**src/rtl/ysyx_24100005_rf_pkg.sv**
```systemverilog
// rtl/ysyx_24100005_rf_pkg.sv - shared widths, requester IDs and constants for the RF writeback arbiter
package ysyx_24100005_rf_pkg;

  localparam int RF_ADDR_WIDTH = 5;
  localparam int RF_DATA_WIDTH = 32;
  localparam int RF_ZERO_ADDR  = 0;

  typedef enum logic {
    REQ_ALU = 1'b0,
    REQ_LSU = 1'b1
  } req_id_e;

endpackage

```
**src/rtl/ysyx_24100005_rr_arb2.sv**
```systemverilog
// rtl/ysyx_24100005_rr_arb2.sv - two-way round-robin arbiter; priority flips only on an accepted grant
module ysyx_24100005_rr_arb2
  import ysyx_24100005_rf_pkg::*;
(
  input  logic       clk,
  input  logic       rst,
  input  logic [1:0] valid,
  input  logic       accept,
  output logic [1:0] grant
);

  req_id_e prio_q, prio_d;

  always_comb begin
    grant  = 2'b00;
    prio_d = prio_q;
    if (valid[0] && (!valid[1] || prio_q == REQ_ALU)) begin
      grant[0] = 1'b1;
    end else if (valid[1]) begin
      grant[1] = 1'b1;
    end
    // The winner drops to lowest priority, so back-to-back contention alternates.
    if (accept && (grant != 2'b00)) begin
      prio_d = grant[0] ? REQ_LSU : REQ_ALU;
    end
  end

  always_ff @(posedge clk or posedge rst) begin
    if (rst) begin
      prio_q <= REQ_ALU;
    end else begin
      prio_q <= prio_d;
    end
  end

endmodule

```
**src/rtl/ysyx_24100005_rf_wb_arb.sv**
```systemverilog
// rtl/ysyx_24100005_rf_wb_arb.sv - ALU/LSU register-file writeback arbiter with one-entry output stage
// Optional read bypass from the stage when RF_WB_BYPASS_EN is defined.
module ysyx_24100005_rf_wb_arb
  import ysyx_24100005_rf_pkg::*;
#(
  parameter int ADDR_WIDTH = RF_ADDR_WIDTH,
  parameter int DATA_WIDTH = RF_DATA_WIDTH
) (
  input  logic                  clk,
  input  logic                  rst,
  input  logic                  r0_valid,
  output logic                  r0_ready,
  input  logic [ADDR_WIDTH-1:0] r0_addr,
  input  logic [DATA_WIDTH-1:0] r0_data,
  input  logic                  r1_valid,
  output logic                  r1_ready,
  input  logic [ADDR_WIDTH-1:0] r1_addr,
  input  logic [DATA_WIDTH-1:0] r1_data,
  input  logic                  rf_hold,
  output logic                  rf_wen,
  output logic [ADDR_WIDTH-1:0] rf_waddr,
  output logic [DATA_WIDTH-1:0] rf_wdata,
  input  logic [ADDR_WIDTH-1:0] raddr,
  input  logic [DATA_WIDTH-1:0] rf_rdata,
  output logic [DATA_WIDTH-1:0] rdata
);

  localparam logic [ADDR_WIDTH-1:0] ZERO_ADDR = ADDR_WIDTH'(RF_ZERO_ADDR);

  logic                  stage_valid_q, stage_valid_d;
  logic [ADDR_WIDTH-1:0] stage_addr_q, stage_addr_d;
  logic [DATA_WIDTH-1:0] stage_data_q, stage_data_d;
  logic [1:0]            grant;
  logic                  stage_free;
  logic                  xfer;

  ysyx_24100005_rr_arb2 u_arb (
    .clk    (clk),
    .rst    (rst),
    .valid  ({r1_valid, r0_valid}),
    .accept (xfer),
    .grant  (grant)
  );

  // rst gates ready combinationally so no handshake is advertised while reset is held.
  assign stage_free = !stage_valid_q || !rf_hold;
  assign r0_ready   = grant[0] && stage_free && !rst;
  assign r1_ready   = grant[1] && stage_free && !rst;
  assign xfer       = r0_ready || r1_ready;

  always_comb begin
    stage_valid_d = stage_valid_q;
    stage_addr_d  = stage_addr_q;
    stage_data_d  = stage_data_q;
    if (xfer) begin
      stage_valid_d = 1'b1;
      stage_addr_d  = grant[1] ? r1_addr : r0_addr;
      stage_data_d  = grant[1] ? r1_data : r0_data;
    end else if (stage_valid_q && !rf_hold) begin
      stage_valid_d = 1'b0;
    end
  end

  always_ff @(posedge clk or posedge rst) begin
    if (rst) begin
      stage_valid_q <= 1'b0;
      stage_addr_q  <= '0;
      stage_data_q  <= '0;
    end else begin
      stage_valid_q <= stage_valid_d;
      stage_addr_q  <= stage_addr_d;
      stage_data_q  <= stage_data_d;
    end
  end

  assign rf_wen   = stage_valid_q && (stage_addr_q != ZERO_ADDR) && !rf_hold;
  assign rf_waddr = stage_addr_q;
  assign rf_wdata = stage_data_q;

`ifdef RF_WB_BYPASS_EN
  always_comb begin
    rdata = rf_rdata;
    if (raddr == ZERO_ADDR) begin
      rdata = '0;
    end else if (stage_valid_q && (stage_addr_q == raddr)) begin
      rdata = stage_data_q;
    end
  end
`else
  assign rdata = (raddr == ZERO_ADDR) ? '0 : rf_rdata;
`endif

endmodule

```
**config.mk**
```make
export PLATFORM = sky130hd
export DESIGN_NAME = ysyx_24100005_rf_wb_arb
export DESIGN_NICKNAME = d
export VERILOG_FILES = /design/src/rtl/ysyx_24100005_rf_pkg.sv /design/src/rtl/ysyx_24100005_rr_arb2.sv /design/src/rtl/ysyx_24100005_rf_wb_arb.sv
export SDC_FILE = /design/constraint.sdc
export NUM_CORES = 1
export LEC_CHECK = 0
export CORE_MARGIN = 10
export CORE_UTILIZATION = 33
export CTS_BUF_LIST = sky130_fd_sc_hd__clkbuf_8
export CTS_CLUSTER_DIAMETER = 40
export DETAILED_ROUTE_END_ITERATION = 6
export PLACE_DENSITY_LB_ADDON = 0.2
export SLEW_MARGIN = 20
export SYNTH_ARGS = -nofsm -noshare
export SYNTH_HDL_FRONTEND = slang
export SYNTH_SLANG_ARGS = --single-unit
```
**constraint.sdc**
```tcl
create_clock -name clk -period 1.7 [get_ports clk]
set_input_delay 0.34 -clock clk [delete_from_list [all_inputs] [get_ports clk]]
set_output_delay 0.34 -clock clk [all_outputs]
set_load 0.02 [all_outputs]
```
==> results.toml <==
[final_layout]
drive_above_1_share_pct = 33.0
fillerInstances = 505
area_growth_pct = 105
n_antenna_cell = 0
fin_nets = 500
final_area_um2 = 4410
seq_area_um2 = 976
multi_input_area_um2 = 1120

[placed_design]
hpwl_um = 7840
io_buffers = 187
placed_area_um2 = 4160
place_congestion = 0.800

[yosys]
synthAdderAreaFrac_pct = 0
synth_top_family_by_area = "simple AND/OR/NAND/NOR gates"
post_synth_inst_count = 184
yosysTopAreaCell = "dfrtp_1"
yosysWarnings = 0
synthFlopType = "dfrtp_1"
yosys.area.top_type_share_pct = 45.2
ys_seq_elements = 39
netlist_top_cells_count = "dfrtp_1 (39), nand4b_1 (37), o221a_2 (37), nor2b_1 (32), clkbuf_1 (11)"
yosysSeqAreaShare_pct = 45.2
ys_async_sr_fraction_pct = 100
synth.mux.area_fraction_pct = 0
synth-simple-area-share_pct = 27.2
ys_types = 23
synth.most_common_cell = "dfrtp_1"
synth-edff-count = 0
syn_nets = 300
avgSynthCellArea_um2 = 11.7
synthTopCellsByArea = "dfrtp_1 (45%), o221a_2 (19%), nand4b_1 (15%), nor2b_1 (9.3%), buf_6 (2.1%)"
synth_area_um2 = 2160
synth_compound_area_share_pct = 20.9
synthXorXnorAreaFrac_pct = 0

[route]
ant_nets = 0
via_count = 2443
drc_errors = 0
drt_wl_total_um = 10000
detail_route.wl_per_cell_um = 21.6
drt_iter0_drc = 76
dr.pass1.iters = 5
viasPerCell = 5.29

[setup_path]
critPathMaxFanout = 5
endpoint_kind = "output port"
crit_arrival_ns = 1.59
cp_cell_sequence = "buf_6 -> or4_4 -> nor2_4 -> buf_6 -> clkbuf_16 -> nor2b_1 -> buf_4"
worstPathRequired_ns = 1.36
critPathSlowestCell = "or4_4"
reg2regPathDepth = 6
path_class = "input pin to output port"
critPathMostFrequentCell = "buf_6"
cpPeakStageDelay_ns = 0.53
timing.rr.start = "stage_valid_q$_DFFE_PP0P_"
startpoint = "raddr[0]"
start_kind = "input pin"

[global_routing]
antenna_found_initial = 1
grt_max_degree = 38
grt_overflow = 0
grt_pass1_wl_um = 14900
grt_pass1_vias = 2558
grt_usage_pct = 18.5

[sta]
maxSlewHeadroom_pct = 73.4
fin_ws_ns = -0.233
tightest_slew_ns = 0.399
fin_skew_ns = 0.00633
hold_violations = 0
period_minus_slack_ns = 1.93
finalSetupViolCount = 33
timing.final.crit_share_pct = 114
rsz0062_at_grt = "true"
drv_slew = 0
fmaxAchievable_mhz = 517

[cts]
h-tree-depth = 2
cts.sinks = 39
cts_tree = "built"
cts_buffers = 5
ctsLongestPathBuffers = 2
clk_pin_slew_ns = 0.08
clk_latency_ns = 0.28
root_buffer = "clkbuf_8"

[pwr]
switching_share_pct = 33.3
internal-power_mw = 2.34
clockPowerShare_pct = 17.3
power.leakage_nw = 1.80
seqPwrFrac_pct = 35.3
finalPower_mw = 3.51
comb_power_share_pct = 47.3
powerDensity_nw_per_um2 = 796
worst_ir_drop_vdd_uv = 518
p_sw_mw = 1.17

[die]
core_area_um2 = 6350
rows = 29
fp.dieW_um = 101
die_h_um = 101
die_area_um2 = 10200
ios = 188
start_util_pct = 34.0

[outcome]
violations = "setup timing"
status = "finished with violations"

[run]
maxCapViolCount = 0

[worst_hold_path]
hold_path_class = "input pin to asynchronous set/reset pin"
state kept, by name (all words and copies together), names as in the netlist:
signal / flops
rf_wdata: 32
stage_valid_q: 1
rf_waddr: 5
u_arb.prio_q: 1
worst paths after layout:
kind | end | slack (ns)
min | rf_waddr[0]$_DFFE_PP0P_ | 0.11
max reg2reg | rf_wdata[8]$_DFFE_PP0P_ | 0.16
max in group asynchronous | u_arb.prio_q$_DFFE_PP0P_ | 1.18
max | rdata[25] | -0.23
min in group clk | u_arb.prio_q$_DFFE_PP0P_ | 0.51
min reg2reg | u_arb.prio_q$_DFFE_PP0P_ | 0.51
metal layers:
metal | up-vias | GRT usage [%] | routed length, µm
met5 | - | 0 | 13
met4 | 2 | 5.22 | 155
met3 | 14 | 12.1 | 1430
met2 | 123 | 31.1 | 5020
met1 | 1175 | 18.4 | 3380
li1 | 1129 | - | -
per-stage QoR:
stage	utilization [%]	TNS (ns)	std cells	hold slack (ns)	setup slack [ns]
after global placement	65.5	-39.54	445	0.490	-0.841
after detailed placement	65.5	-40.31	445	0.498	-0.857
after CTS	67.2	-6.65	461	0.429	-0.228
after floorplan	-	0	184	0.437	0.103
after global routing	69.5	-7.90	462	0.106	-0.284
final	69.5	-6.26	462	0.110	-0.233
worst max-delay path, delay by kind of cell:
kind	cells	cell delay, ns
simple gates	3	0.73
buf+inv	4	0.53
final cells by class:
cell class / count / area share (%)
sequential: 39 / 22.1
tap: 77 / 2.18
timing repair buffer: 216 / 48.2
clock buffer: 5 / 1.56
clock inverter: 3 / 0.368
multi-input combinational: 120 / 25.4
inverter: 2 / 0.170
power by group through the flow:
stage          Combinational (mW)  Sequential [mW]  Clock [mW]
6_report                     1.66             1.24       0.609
5_1_grt                      1.76             1.27       0.685
4_1_cts                      1.65             1.24       0.643
3_5_place_dp                 1.66             1.25           0
3_3_place_gp                 1.65             1.25           0
2_1_floorplan               0.516             1.49           0
layout by cell type, fill, tap and decap left out, drive strengths merged:
cell type,count
a21o,1
a21oi,2
a31oi,1
and3,1
buf,66
clkbuf,6
clkdlybuf4s15,1
clkdlybuf4s50,140
clkinv,1
clkinvlp,1
dfrtp,39
dlygate4sd2,4
dlymetal6s2s,4
inv,3
nand2,1
nand2b,1
nand3,1
nand4b,37
nor2,2
nor2b,32
nor3b,1
o21a,1
o221a,37
or4,2
what timing repair did:
action	in CTS	in global routing
pin swaps	3	5
hold buffers	0	0
setup buffers	5	0
cloned	3	1
gates resized for setup	201	35
endpoints found under the setup margin	68	70
cells by family after synthesis:
family                 Yosys count
flip-flops                      39
AO/OA/AOI/OAI                   42
buffers and inverters           25
AND/OR/NAND/NOR                 78
Power figures use the tool's default switching activity.
